[src/rtl/if_stage_sram_like_pkg.sv]
// Shared widths, the decode-bound entry layout and small helpers for the
// SRAM-like instruction-fetch stage.
package if_stage_sram_like_pkg;

    localparam int FS_TO_DS_BUS_WD = 65;
    localparam int BR_BUS_WD       = 33;
    localparam int FS_ADEF_BIT     = 64;

    // Bit layout matches the decode bus: {adef, pc, inst}.
    typedef struct packed {
        logic        adef;
        logic [31:0] pc;
        logic [31:0] inst;
    } fs_entry_t;

    function automatic logic is_misaligned(input logic [31:0] pc);
        return pc[1:0] != 2'b00;
    endfunction

endpackage

[src/rtl/fs_ibuf.sv]
// Small synchronous FIFO between instruction memory and decode; clear wins
// over push and pop so a redirect leaves it empty on the next cycle.
module fs_ibuf #(
    parameter int WIDTH = 65,
    parameter int DEPTH = 2,
    localparam int CNT_W = $clog2(DEPTH + 1),
    localparam int PTR_W = (DEPTH > 1) ? $clog2(DEPTH) : 1
) (
    input  logic             clk,
    input  logic             reset,
    input  logic             push,
    input  logic             pop,
    input  logic             clear,
    input  logic [WIDTH-1:0] din,
    output logic             empty,
    output logic [CNT_W-1:0] count,
    output logic [WIDTH-1:0] head
);

    logic [WIDTH-1:0] mem_q [DEPTH];
    logic [PTR_W-1:0] head_q, head_d;
    logic [PTR_W-1:0] tail_q, tail_d;
    logic [CNT_W-1:0] count_q, count_d;
    logic             do_push, do_pop;

    // A push into a full buffer is only accepted when the head leaves this cycle.
    assign do_pop  = pop && (count_q != '0);
    assign do_push = push && ((count_q != CNT_W'(DEPTH)) || do_pop);

    always_comb begin
        head_d  = head_q;
        tail_d  = tail_q;
        count_d = count_q;
        if (clear) begin
            head_d  = '0;
            tail_d  = '0;
            count_d = '0;
        end else begin
            if (do_pop)  head_d = head_q + PTR_W'(1);
            if (do_push) tail_d = tail_q + PTR_W'(1);
            count_d = count_q + CNT_W'(do_push) - CNT_W'(do_pop);
        end
    end

    always_ff @(posedge clk) begin
        if (reset) begin
            head_q  <= '0;
            tail_q  <= '0;
            count_q <= '0;
        end else begin
            head_q  <= head_d;
            tail_q  <= tail_d;
            count_q <= count_d;
        end
    end

    always_ff @(posedge clk) begin
        if (do_push && !clear) mem_q[tail_q] <= din;
    end

    assign empty = (count_q == '0);
    assign count = count_q;
    assign head  = mem_q[head_q];

endmodule

[src/rtl/if_stage_sram_like.sv]
// Instruction-fetch stage on a split req/addr_ok + data_ok memory port, with
// redirect cancellation and an instruction buffer towards decode.
module if_stage_sram_like
    import if_stage_sram_like_pkg::*;
#(
    parameter logic [31:0] RESET_PC   = 32'h1c000000,
    parameter int          IBUF_DEPTH = 2
) (
    input  logic                       clk,
    input  logic                       reset,
    input  logic                       ds_allowin,
    output logic                       fs_to_ds_valid,
    output logic [FS_TO_DS_BUS_WD-1:0] fs_to_ds_bus,
    input  logic [BR_BUS_WD-1:0]       brbus,
    input  logic                       flush,
    input  logic [31:0]                flush_pc,
    output logic                       inst_sram_req,
    output logic                       inst_sram_wr,
    output logic [1:0]                 inst_sram_size,
    output logic [3:0]                 inst_sram_wstrb,
    output logic [31:0]                inst_sram_addr,
    output logic [31:0]                inst_sram_wdata,
    input  logic                       inst_sram_addr_ok,
    input  logic                       inst_sram_data_ok,
    input  logic [31:0]                inst_sram_rdata
);

    localparam int CNT_W = $clog2(IBUF_DEPTH + 1);

    logic        br_taken;
    logic [31:0] br_target;
    logic        redirect;
    logic [31:0] redirect_pc;

    logic [31:0] fetch_pc_q, fetch_pc_d;
    logic [31:0] out_pc_q, out_pc_d;
    logic        outstanding_q, outstanding_d;
    logic        discard_q, discard_d;
    logic        halt_q, halt_d;

    logic [CNT_W-1:0] ib_count;
    logic             ib_empty;
    logic             ib_push;
    fs_entry_t        ib_din, ib_head;

    logic [CNT_W:0] occupancy;
    logic           pop, room, misaligned, accept, resp, push_inst, push_adef;

    assign {br_taken, br_target} = brbus;
    assign redirect    = flush || br_taken;
    assign redirect_pc = flush ? flush_pc : br_target;

    assign pop        = fs_to_ds_valid && ds_allowin;
    // Count the in-flight request as already occupying a slot so its data always fits.
    assign occupancy  = {1'b0, ib_count} + (CNT_W+1)'(outstanding_q) - (CNT_W+1)'(pop);
    assign room       = occupancy < (CNT_W+1)'(IBUF_DEPTH);
    assign misaligned = is_misaligned(fetch_pc_q);

    assign inst_sram_req   = !reset && !halt_q && !misaligned
                             && (!outstanding_q || inst_sram_data_ok) && room;
    assign inst_sram_addr  = fetch_pc_q;
    assign inst_sram_wr    = 1'b0;
    assign inst_sram_size  = 2'b10;
    assign inst_sram_wstrb = 4'b0000;
    assign inst_sram_wdata = 32'h0;

    assign accept    = inst_sram_req && inst_sram_addr_ok;
    assign resp      = inst_sram_data_ok && outstanding_q;
    assign push_inst = resp && !discard_q;
    assign push_adef = misaligned && !halt_q && !outstanding_q && room;
    assign ib_push   = push_inst || push_adef;

    always_comb begin
        ib_din = '{adef: 1'b0, pc: out_pc_q, inst: inst_sram_rdata};
        if (push_adef) ib_din = '{adef: 1'b1, pc: fetch_pc_q, inst: 32'h0};
    end

    always_comb begin
        fetch_pc_d    = fetch_pc_q;
        out_pc_d      = out_pc_q;
        outstanding_d = outstanding_q;
        discard_d     = discard_q;
        halt_d        = halt_q;
        if (accept) begin
            outstanding_d = 1'b1;
            out_pc_d      = fetch_pc_q;
            fetch_pc_d    = fetch_pc_q + 32'd4;
        end else if (resp) begin
            outstanding_d = 1'b0;
        end
        if (resp) discard_d = 1'b0;
        if (push_adef) halt_d = 1'b1;
        // Anything still in flight past a redirect belongs to the old path.
        if (redirect) begin
            fetch_pc_d = redirect_pc;
            halt_d     = 1'b0;
            discard_d  = accept || (outstanding_q && !inst_sram_data_ok);
        end
    end

    always_ff @(posedge clk) begin
        if (reset) begin
            fetch_pc_q    <= RESET_PC;
            outstanding_q <= 1'b0;
            discard_q     <= 1'b0;
            halt_q        <= 1'b0;
        end else begin
            fetch_pc_q    <= fetch_pc_d;
            outstanding_q <= outstanding_d;
            discard_q     <= discard_d;
            halt_q        <= halt_d;
        end
    end

    always_ff @(posedge clk) begin
        out_pc_q <= out_pc_d;
    end

    fs_ibuf #(
        .WIDTH (FS_TO_DS_BUS_WD),
        .DEPTH (IBUF_DEPTH)
    ) u_ibuf (
        .clk   (clk),
        .reset (reset),
        .push  (ib_push),
        .pop   (pop),
        .clear (redirect),
        .din   (ib_din),
        .empty (ib_empty),
        .count (ib_count),
        .head  (ib_head)
    );

    assign fs_to_ds_valid = !ib_empty && !redirect;
    assign fs_to_ds_bus   = ib_head;

endmodule

[config.mk]
export PLATFORM = sky130hd
export DESIGN_NAME = if_stage_sram_like
export DESIGN_NICKNAME = d
export VERILOG_FILES = /design/src/rtl/if_stage_sram_like_pkg.sv /design/src/rtl/fs_ibuf.sv /design/src/rtl/if_stage_sram_like.sv
export SDC_FILE = /design/constraint.sdc
export NUM_CORES = 1
export LEC_CHECK = 0
export BUFFER_PORTS_ARGS = -buffer_cell sky130_fd_sc_hd__buf_4
export CAP_MARGIN = 20
export CORE_ASPECT_RATIO = 1.2
export CORE_UTILIZATION = 49
export DETAILED_ROUTE_END_ITERATION = 8
export PLACE_DENSITY = 0.84
export SLEW_MARGIN = 20
export SYNTH_ARGS = -nofsm -noshare
export SYNTH_HDL_FRONTEND = slang
export SYNTH_SLANG_ARGS = --single-unit
[constraint.sdc]
create_clock -name clk -period 11.5 [get_ports clk]
set_clock_uncertainty 0.1 [all_clocks]
set_input_delay 0.575 -clock clk [delete_from_list [all_inputs] [get_ports clk]]
set_output_delay 0.575 -clock clk [all_outputs]
set_load 0.1 [all_outputs]
==> impl_results.md, run 1 <==
* Run status: completed
* Die H at between 150 and 200 microns
* Via-per-instance ratio at around 5.5
* Crit path time final at 4980 ps
* Antenna Cells at 0
* Synthesis-to-finish area growth at 24.0%
* Post-CTS Resized at 0
* Setup crit start kind: input port
* Die W at roughly 130 microns
* DIE AREA at 19500 sq um
* Initial Util at 50.6%
* Max Fclk at approximately 0.2 GHz
* Reg-to-Reg End: u_ibuf.mem_q[1][49]
* Hold_buf cts at 0
* Ys async rst share at 0%
* Area contributors post-synth: edfxtp_1, mux2_2, dfxtp_1, buf_4, a21oi_1
* CTS buffer count at 20
* Number of synthesized register bits at 202
* Fraction of final layout cells sized beyond drive strength 1 at 38.5%
* EDFF count, synth at 162
* Hold Path Depth at 3
* Crit share post-route at a little over two fifths
* Clock Pin Slew Worst Setup and Hold Paths at about 60 ps
* Vias in the first global route at roughly 6.3k
* Total gr overflow at 0
* Min-delay src: flush_pc[1]
* # setup viols final at 0
* GR Util met1 at 26.6%
* Slew @ Worst Pin at between 900 and 1000 ps
* Largest net degree at the start of global routing at 69
* Drt pass-1 iters at 6
* DR vias at 6441
* Avg Inst Size Synth at about 13 sq um
* Worst Hold Class: input port to flip-flop
* Routed WL at 21700 microns
* Met3 Use GR at 3.54%
* Leakage at 4.34 nW
* Critical-path maximum fanout at 68
* Routability congestion estimate at around 0.86
* Reg2reg path depth at 10
* Initial DRC count at between 500 and 600
* Number of remaining DRC errors at 0
* Initial antenna violation count at 0
* Post-synth cell types at 63
* Post-Syn Instances at between 700 and 800
* Max-slew headroom at between 30% and 40%
* Worst R2R Start: u_ibuf.count[1]
* Routing usage on met2 at about two fifths
* Slew Limit Fails at 0
* WL per Instance at 18.6 microns
* CTS tree: built
* Crit path arrival time at 4990 ps
* H-tree Lvls at 1
* Yosys top cell by area: edfxtp_1
* Dpl hpwl at approximately 14000 microns
* Synth Flop Type: edfxtp_1
* Core area at ~18000 sq um
* Place WS at between 5000 and 6000 ps
* FP Rows at 54
* GR peak layer: met2
* Top cells by count, synth: edfxtp_1, mux2_2, a21oi_1, buf_4, dfxtp_1
* Post-synthesis sequential area ratio at between 60% and 70%
* CTS Sinks at just over 200
* Setup TNS at 0 ps
* Worst vdd ir at about 0.08 mV
* Flop2flop setup slack at between 6000 and 7000 ps
* IO Count at 241
* Unrepaired setup endpoints after global routing: no
* Final Hold Viols at 0
* Crit. End Element: flip-flop
* Most frequent cell after synthesis: edfxtp_1
* Layout Utilization at a little over three fifths
* YS warnings at 0
* Netlist Area Pre-Place at just over 9000 sq um
* CTS root buf: clkbuf_16
* Top cell type's share of synthesized area at between 50% and 60%
* Post-CTS Repair Setup Buffers at 0
* Max Cap Viol at 0
* Crit Path Class: input port to flip-flop
* Critical Path Source: flush
* First-pass GRT wire length at roughly 33000 microns
* Max Root-Sink Buffers at 3
* Clock Latency Late Sink at roughly 490 ps
* Setup WS post-layout at approximately 6500 ps
* Gr usage total at 22.0%
* Buffers on Ports at about 200
* Pwr per Cell Area at roughly 160 nW/um^2
* Worst Hold End: inst_sram_addr[1]
* DRT antenna net count at 0
* Nets@finish at between 1k and 1.5k
* WP data required at ~12000 ps
-- critical path, cell delays in order --
cell	delay [ps]
buf_4	260
or2_2	480
nor3_1	230
ha_1	250
nand2b_1	150
fa_1	470
nor2b_1	250
and4bb_4	910
o21ai_1	400
nor3_2	190
buf_4	710
-- state kept, by name, indices dropped and copies added (netlist names), named ones only --
name	count
out_pc_q	32
inst_sram_addr	32
outstanding_q	1
halt_q	1
u_ibuf.mem_q	130
discard_q	1
u_ibuf.tail_q	1
u_ibuf.count	2
u_ibuf.head_q	1
-- power by group --
group	internal, mW	leakage [nW]	switching, mW
registers	0.823	1.81	0.0221
clock network	0.386	0.315	0.258
logic	0.0877	2.21	0.253
-- how the worst max path moves through the flow --
stage	slack, ps	endpoint
floorplan	3670	u_ibuf.mem_q[0][0]
detailed placement	5950	u_ibuf.mem_q[1][61]
CTS	6460	u_ibuf.mem_q[1][45]
global route	6170	u_ibuf.mem_q[1][56]
finish	6520	u_ibuf.mem_q[1][49]
global placement	6090	u_ibuf.mem_q[1][15]
-- through the flow --
| stage | cells | power, mW | area, sq um | hold WS, ps |
|---|---|---|---|---|
| after global placement | 1135 | 1.19 | 10900 | 362 |
| final | 1171 | 1.83 | 11500 | 223 |
| after detailed placement | 1135 | 1.20 | 10900 | 393 |
| after global routing | 1171 | 1.89 | 11500 | 231 |
| after CTS | 1171 | 1.84 | 11500 | 209 |
| after floorplan | 755 | 1.13 | 9430 | 341 |
-- placed cells by master (no fill, tap or decap), types with 28 or more instances in the layout --
cell type,n
conb_1,39
dfxtp_1,39
o21ai_0,29
buf_4,208
nor2_1,28
edfxtp_1,162
nor2b_1,33
mux2_2,99
a21oi_1,43
nand2_1,33
-- cell type report --
| type | instances | area [sq um] |
|---|---|---|
| Clock inverter | 7 | 81.3 |
| Clock buffer | 29 | 566 |
| Fill cell | 1447 | 6860 |
| Sequential cell | 202 | 5670 |
| Timing Repair Buffer | 208 | 1560 |
| Tap cell | 252 | 315 |
| Inverter | 10 | 37.5 |
| Multi-Input combinational cell | 463 | 3290 |
-- cell families (layout without fill, tap and decap cells) --
| group | after synthesis | after routing | share of synthesized area, % |
|---|---|---|---|
| XOR/XNOR | 11 | 11 | 1.04 |
| AND/OR/NAND/NOR | 190 | 190 | 11.8 |
| other | 2 | 39 | 0.0808 |
| AO/OA/AOI/OAI | 115 | 115 | 7.61 |
| buffers and inverters | 90 | 254 | 5.33 |
| adder cells (fa/ha/maj) | 4 | 4 | 0.619 |
| flip-flops | 202 | 202 | 61.0 |
| multiplexers | 104 | 104 | 12.5 |
-- routing by layer --
| layer | routed length, microns | part of all wire, % |
|---|---|---|
| met5 | 0 | 0 |
| met4 | 937 | 4.3 |
| met3 | 1500 | 6.9 |
| met2 | 11100 | 51 |
| met1 | 8190 | 38 |
Note: power is estimated with default switching activity, not from simulation.
==> run 2, diff against run 1 <==
--- a/config.mk
+++ b/config.mk
@@ -8,9 +8,9 @@
 export BUFFER_PORTS_ARGS = -buffer_cell sky130_fd_sc_hd__buf_4
 export CAP_MARGIN = 20
 export CORE_ASPECT_RATIO = 1.2
-export CORE_UTILIZATION = 49
+export CORE_UTILIZATION = 48
 export DETAILED_ROUTE_END_ITERATION = 8
-export PLACE_DENSITY = 0.84
+export PLACE_DENSITY = 0.85
 export SLEW_MARGIN = 20
 export SYNTH_ARGS = -nofsm -noshare
 export SYNTH_HDL_FRONTEND = slang
==> constraint.sdc (replaced) <==
create_clock -name clk -period 4.2 [get_ports clk]
set_clock_uncertainty 0.1 [all_clocks]
set_input_delay 0.21 -clock clk [delete_from_list [all_inputs] [get_ports clk]]
set_output_delay 0.21 -clock clk [all_outputs]
set_load 0.1 [all_outputs]
==> impl_results.md, run 2 (synthesized netlist as in run 1, its figures left out) <==
* Run status: completed
* Crit share post-route at about nine tenths
* Buffers on Ports at around 200
* Reg-to-Reg End: inst_sram_addr[30]
* Layout Utilization at between 60 and 70%
* Initial antenna violation count at 1
* DRT antenna net count at 0
* Worst R2R Start: u_ibuf.count[1]
* Clock Latency Late Sink at around 480 ps
* Post-CTS Resized at 0
* Clock Pin Slew Worst Setup and Hold Paths at approximately 70 ps
* Unrepaired setup endpoints after global routing: no
* Max-slew headroom at ~38%
* Via-per-instance ratio at ~5.4
* Core area at 18900 sq um
* Most flop-heavy register: u_ibuf.mem_q
* Critical Path Source: u_ibuf.count[1]
* Worst Hold End: u_ibuf.mem_q[1][28]
* First-pass GRT wire length at 35300 microns
* H-tree Lvls at 1
* Routability congestion estimate at 0.874
* Fin area at approximately 12000 sq um
* Reg power frac at 45.8%
* Slew Limit Fails at 0
* Hold Path Depth at 2
* Dpl hpwl at between 10000 and 15000 microns
* Slew @ Worst Pin at around 940 ps
* Placed cell area at 11000 sq um
* Total gr overflow at 0
* FP Rows at 55
* Max FFs per register at 130
* Fraction of final layout cells sized beyond drive strength 1 at 37.4%
* Synthesis-to-finish area growth at 31.1%
* Place WS at around 500 ps
* CTS tree: built
* # setup viols final at 0
* Crit Path Class: flip-flop to flip-flop
* WL per Instance at approximately 19 microns
* Most common cell after layout, fill and taps aside: buf_4
* Final Hold Viols at 0
* Flop2flop setup slack at 450 ps
* Gr usage total at ~23%
* Internal at 3.57 mW
* Final Non-Filler Cells at 1234
* Critical-path maximum fanout at 12
* Cells after DPL at around 1.1k
* Largest net degree at the start of global routing at 68
* CTS root buf: clkbuf_16
* Crit. End Element: flip-flop
* Vias in the first global route at 6600
* Switching part of the total power at between 20% and 30%
* Reg2reg path depth at 12
* Initial DRC count at roughly 520
* Pwr per Cell Area at roughly 410 nW/um^2
* DR vias at approximately 6.7k
* Nets@finish at ~1.1k
* Routed WL at ~23000 microns
* Max Fclk at 0.267 GHz
* Worst Hold Class: input port to flip-flop
* Max Cap Viol at 0
* Max Root-Sink Buffers at 3
* Total chip power at between 5 and 6 mW
* Leakage at between 4 and 5 nW
* CTS buffer count at 20
* Setup WS post-layout at 452 ps
* Most frequent cells in the layout: buf_4, edfxtp_1, mux2_2
* WP data required at about 4500 ps
* Drt pass-1 iters at 5
* Initial Util at between 40% and 50%
* IO Count at around 240
* CTS Sinks at around 200
* Net Switching at roughly 1.5 mW
* Combinational share of power at ~20%
* Hold_ws at roughly 14 ps
* Number of remaining DRC errors at 0
* Clock network fraction of total power at between 30% and 40%
* Min-delay src: inst_sram_rdata[28]
* Crit path time final at roughly 3700 ps
* Die W at around 130 microns
* DIE AREA at about 20000 sq um
* Die H at 154 microns
* Worst vdd ir at between 0.2 and 0.25 mV
* Setup TNS at 0 ps
* Crit path arrival time at roughly 4000 ps
* Setup crit start kind: flip-flop
[run 2: worst max-delay path by stage]
stage / endpoint / depth (start not counted)
3_3_place_gp: u_ibuf.mem_q[0][38] / 10
2_1_floorplan: u_ibuf.mem_q[0][0] / 10
3_5_place_dp: u_ibuf.mem_q[0][38] / 10
5_1_grt: inst_sram_addr[30] / 12
4_1_cts: inst_sram_addr[30] / 12
6_report: inst_sram_addr[30] / 12
[run 2: power groups by stage]
| stage | sequential (mW) | combinational [mW] | clock [mW] |
|---|---|---|---|
| 6_report | 2.31 | 0.997 | 1.74 |
| 3_5_place_dp | 2.35 | 0.946 | 0 |
| 4_1_cts | 2.31 | 0.992 | 1.77 |
| 3_3_place_gp | 2.35 | 0.930 | 0 |
| 5_1_grt | 2.32 | 1.04 | 1.84 |
| 2_1_floorplan | 2.48 | 0.614 | 0 |
[run 2: layout make-up]
| cell class | count | area [sq um] |
|---|---|---|
| clock buffer | 27 | 548 |
| tap | 256 | 320 |
| sequential | 202 | 5670 |
| inverter | 10 | 37.5 |
| clock inverter | 7 | 85.1 |
| timing repair buffer | 268 | 2160 |
| fill | 1358 | 6740 |
| antenna | 1 | 2.50 |
| multi-input combinational | 463 | 3360 |
[run 2: critical path, stage by stage (launching register included)]
cell	delay, ps
dfxtp_1	480
nor2_1	120
nor3_2	120
ha_1	260
nand2b_4	150
fa_1	400
xnor2_2	210
and4_1	560
buf_4	250
nor2_1	60
a2111oi_2	200
o22ai_1	130
dlygate4sd3_1	580
[run 2: repair_timing]
| action | CTS | global route |
|---|---|---|
| hold buffers | 55 | 0 |
| buffers inserted | 0 | 0 |
| hold endpoints to repair | 80 | 0 |
[run 2: routing by layer]
layer  routed length [microns]  up-vias  track usage (%)
li1                          -     3101                -
met1                      8670     3236             28.0
met2                     12300      333             40.9
met3                      1820       42             4.12
met4                       518        0             6.95
met5                         0        -                0
==> run 3, diff against run 2 <==
--- a/config.mk
+++ b/config.mk
@@ -5,12 +5,13 @@
 export SDC_FILE = /design/constraint.sdc
 export NUM_CORES = 1
 export LEC_CHECK = 0
-export BUFFER_PORTS_ARGS = -buffer_cell sky130_fd_sc_hd__buf_4
+export ABC_AREA = 1
+export BUFFER_PORTS_ARGS = -buffer_cell sky130_fd_sc_hd__buf_2
 export CAP_MARGIN = 20
 export CORE_ASPECT_RATIO = 1.2
-export CORE_UTILIZATION = 48
+export CORE_UTILIZATION = 49
 export DETAILED_ROUTE_END_ITERATION = 8
-export PLACE_DENSITY = 0.85
+export PLACE_DENSITY = 0.86
 export SLEW_MARGIN = 20
 export SYNTH_ARGS = -nofsm -noshare
 export SYNTH_HDL_FRONTEND = slang
==> impl_results.md, run 3 <==
* Top cell type's share of synthesized area at 50.0%
* Min-delay src: brbus[26]
* Worst path cell trace: inv_2 -> nand2_2 -> nand3_4 -> inv_1 -> ha_1 -> or2_4 -> fa_1 -> nand2_1 -> nor2_1 -> nand2_1 -> nor3_4 -> buf_2
* Most frequent cell after synthesis: nand2_1
* DR vias at 7458
* Most flop-heavy register: u_ibuf.mem_q
* Post-synthesis sequential area ratio at about three fifths
* DIE AREA at about 20000 sq um
* Flop2flop setup slack at 960 ps
* Met3 Use GR at between 3 and 4%
* YS warnings at 0
* Synthesis-to-finish area growth at 21.7%
* Worst path max stage delay at between 500 and 600 ps
* Pwr per Cell Area at 429 nW/um^2
* DRT antenna net count at 0
* Post-CTS Resized at 0
* Total chip power at between 5 and 6 mW
* H-tree Lvls at 1
* Reg-to-Reg End: u_ibuf.mem_q[0][11]
* Final Hold Viols at 0
* Most frequent cells in the layout: buf_2, nand2_1, edfxtp_1
* Fillcell total at roughly 1.5k
* Worst Hold Class: input port to flip-flop
* Initial DRC count at ~440
* Area contributors post-synth: edfxtp_1, dfxtp_1, nand2_1, mux2_2, nor2_1
* Max-slew headroom at a little under half
* Unrepaired setup endpoints after global routing: no
* Max Root-Sink Buffers at 3
* Yosys top cell by area: edfxtp_1
* Final Non-Filler Cells at roughly 1.5k
* Max FFs per register at 130
* Hold Path Depth at 5
* CTS tree: built
* Hold_ws at 22.9 ps
* Slew @ Worst Pin at between 800 and 900 ps
* Nets@finish at ~1.3k
* CTS root buf: clkbuf_16
* Worst path slowest cell: fa_1
* Crit. End Element: output port
* Cells after DPL at 1399
* CP most frequent cell: nand2_1
* Max Fclk at just under 0.3 GHz
* Critical-path maximum fanout at 4
* Routed WL at about 23000 microns
* Post-CTS Repair Setup Buffers at 0
* Netlist Area Pre-Place at between 9000 and 10000 sq um
* Routing usage on met2 at approximately 43%
* Leakage at roughly 5.0 nW
* Setup crit start kind: flip-flop
* First-pass GRT wire length at 36400 microns
* IO Count at around 240
* Max Cap Viol at 0
* GR Util met1 at 26.9%
* CP Buf/Inv Count at 3
* Fraction of final layout cells sized beyond drive strength 1 at 28.6%
* Crit path arrival time at roughly 3100 ps
* Largest delay share family, worst path: simple AND/OR/NAND/NOR gates
* Avg Inst Size Synth at 10.0 sq um
* Initial antenna violation count at 0
* GR peak layer: met2
* Most common cell after layout, fill and taps aside: buf_2
* WL per Instance at 15.8 microns
* Dpl hpwl at ~16000 microns
* Die H at between 150 and 200 microns
* Top cells by count, synth: nand2_1, edfxtp_1, nor2_1, inv_1, o21ai_0
* Post-Syn Instances at between 900 and 1k
* Drt pass-1 iters at 5
* Crit Path Class: flip-flop to output port
* Crit path time final at between 3000 and 4000 ps
* Setup TNS at 0 ps
* Vias in the first global route at between 7k and 8k
* WP data required at about 3900 ps
* Via-per-instance ratio at roughly 5
* Crit share post-route at between 80% and 90%
* Number of synthesized register bits at 202
* Post-synth cell types at 40
* Initial Util at between 40% and 50%
* Clock Pin Slew Worst Setup and Hold Paths at 60 ps
* Gr usage total at 23.0%
* Worst R2R Start: u_ibuf.count[1]
* Synth Flop Type: edfxtp_1
* Reg2reg path depth at 13
* Number of remaining DRC errors at 0
* Total gr overflow at 0
* Hold_buf cts at 43
* Run status: completed
* # setup viols final at 0
* CTS buffer count at 20
* Worst Hold End: inst_sram_addr[26]
* Core area at around 20000 sq um
* Largest net degree at the start of global routing at 66
* Antenna Cells at 0
* Die W at approximately 130 microns
* Worst vdd ir at 0.241 mV
* Slew Limit Fails at 0
* Routability congestion estimate at between 0.8 and 0.9
* CTS Sinks at just over 200
* FP Rows at 56
* Ys async rst share at 0%
* Clock Latency Late Sink at between 400 and 500 ps
* Buffers on Ports at between 200 and 250
* EDFF count, synth at about 160
[run 3: worst max-delay path by stage]
stage / startpoint / end / cells after the start / slack (ps)
floorplan: brbus[32] / u_ibuf.mem_q[1][0] / 13 / 0.1
CTS: u_ibuf.count[1] / inst_sram_req / 12 / 730
global route: u_ibuf.count[0] / inst_sram_req / 12 / 610
finish: u_ibuf.count[1] / inst_sram_req / 12 / 770
detailed placement: brbus[32] / u_ibuf.mem_q[1][44] / 14 / 970
global placement: brbus[32] / u_ibuf.mem_q[1][27] / 14 / 1010
[run 3: cell families after synthesis]
| kind of cell | share of synthesized area (%) |
|---|---|
| AOI/OAI and AO/OA | 6.98 |
| DFF | 58.2 |
| buffers and inverters | 8.60 |
| and+or+nand+nor | 17.4 |
| muxes | 7.52 |
| adders and majority gates | 0.591 |
| xor gates and xnor gates | 0.630 |
| other | 0.0771 |
[run 3: worst reg2reg max path: stages (launching register included)]
cell	delay, ps
dfxtp_2	350
inv_2	100
nand2_2	70
nand3_4	70
inv_1	40
ha_1	260
or2_4	250
fa_1	520
nand2_1	60
nor2_1	160
nand3_2	110
buf_4	290
inv_4	410
nor2_1	170
[run 3: layout make-up]
cell class	count	area (sq um)	area share [%]
clock buffer	23	533	4.50
clock inverter	13	78.8	0.665
inverter	82	310	2.62
multi-input combinational	646	3420	28.9
sequential	202	5670	47.8
tap	261	327	2.76
timing repair buffer	251	1510	12.8
[run 3: report_power, final]
group	switching (mW)	total, mW	internal, mW
logic	0.861	1.07	0.208
clock network	0.740	1.66	0.920
registers	0.0798	2.36	2.28
[run 3: metrics by stage]
stage               cell area (sq um)  worst slack (ps)  utilization [%]
floorplan                        9920             0.101                -
global placement                10800              1010             55.5
detailed placement              10800               966             55.5
CTS                             11900               734             60.8
global route                    11900               605             60.8
finish                          11900               766             60.8
[run 3: routing by layer]
metal	up-vias	part of all wire [%]
li1	3649	-
met1	3466	40
met4	0	2.0
met3	37	6.3
met5	-	0
met2	306	52
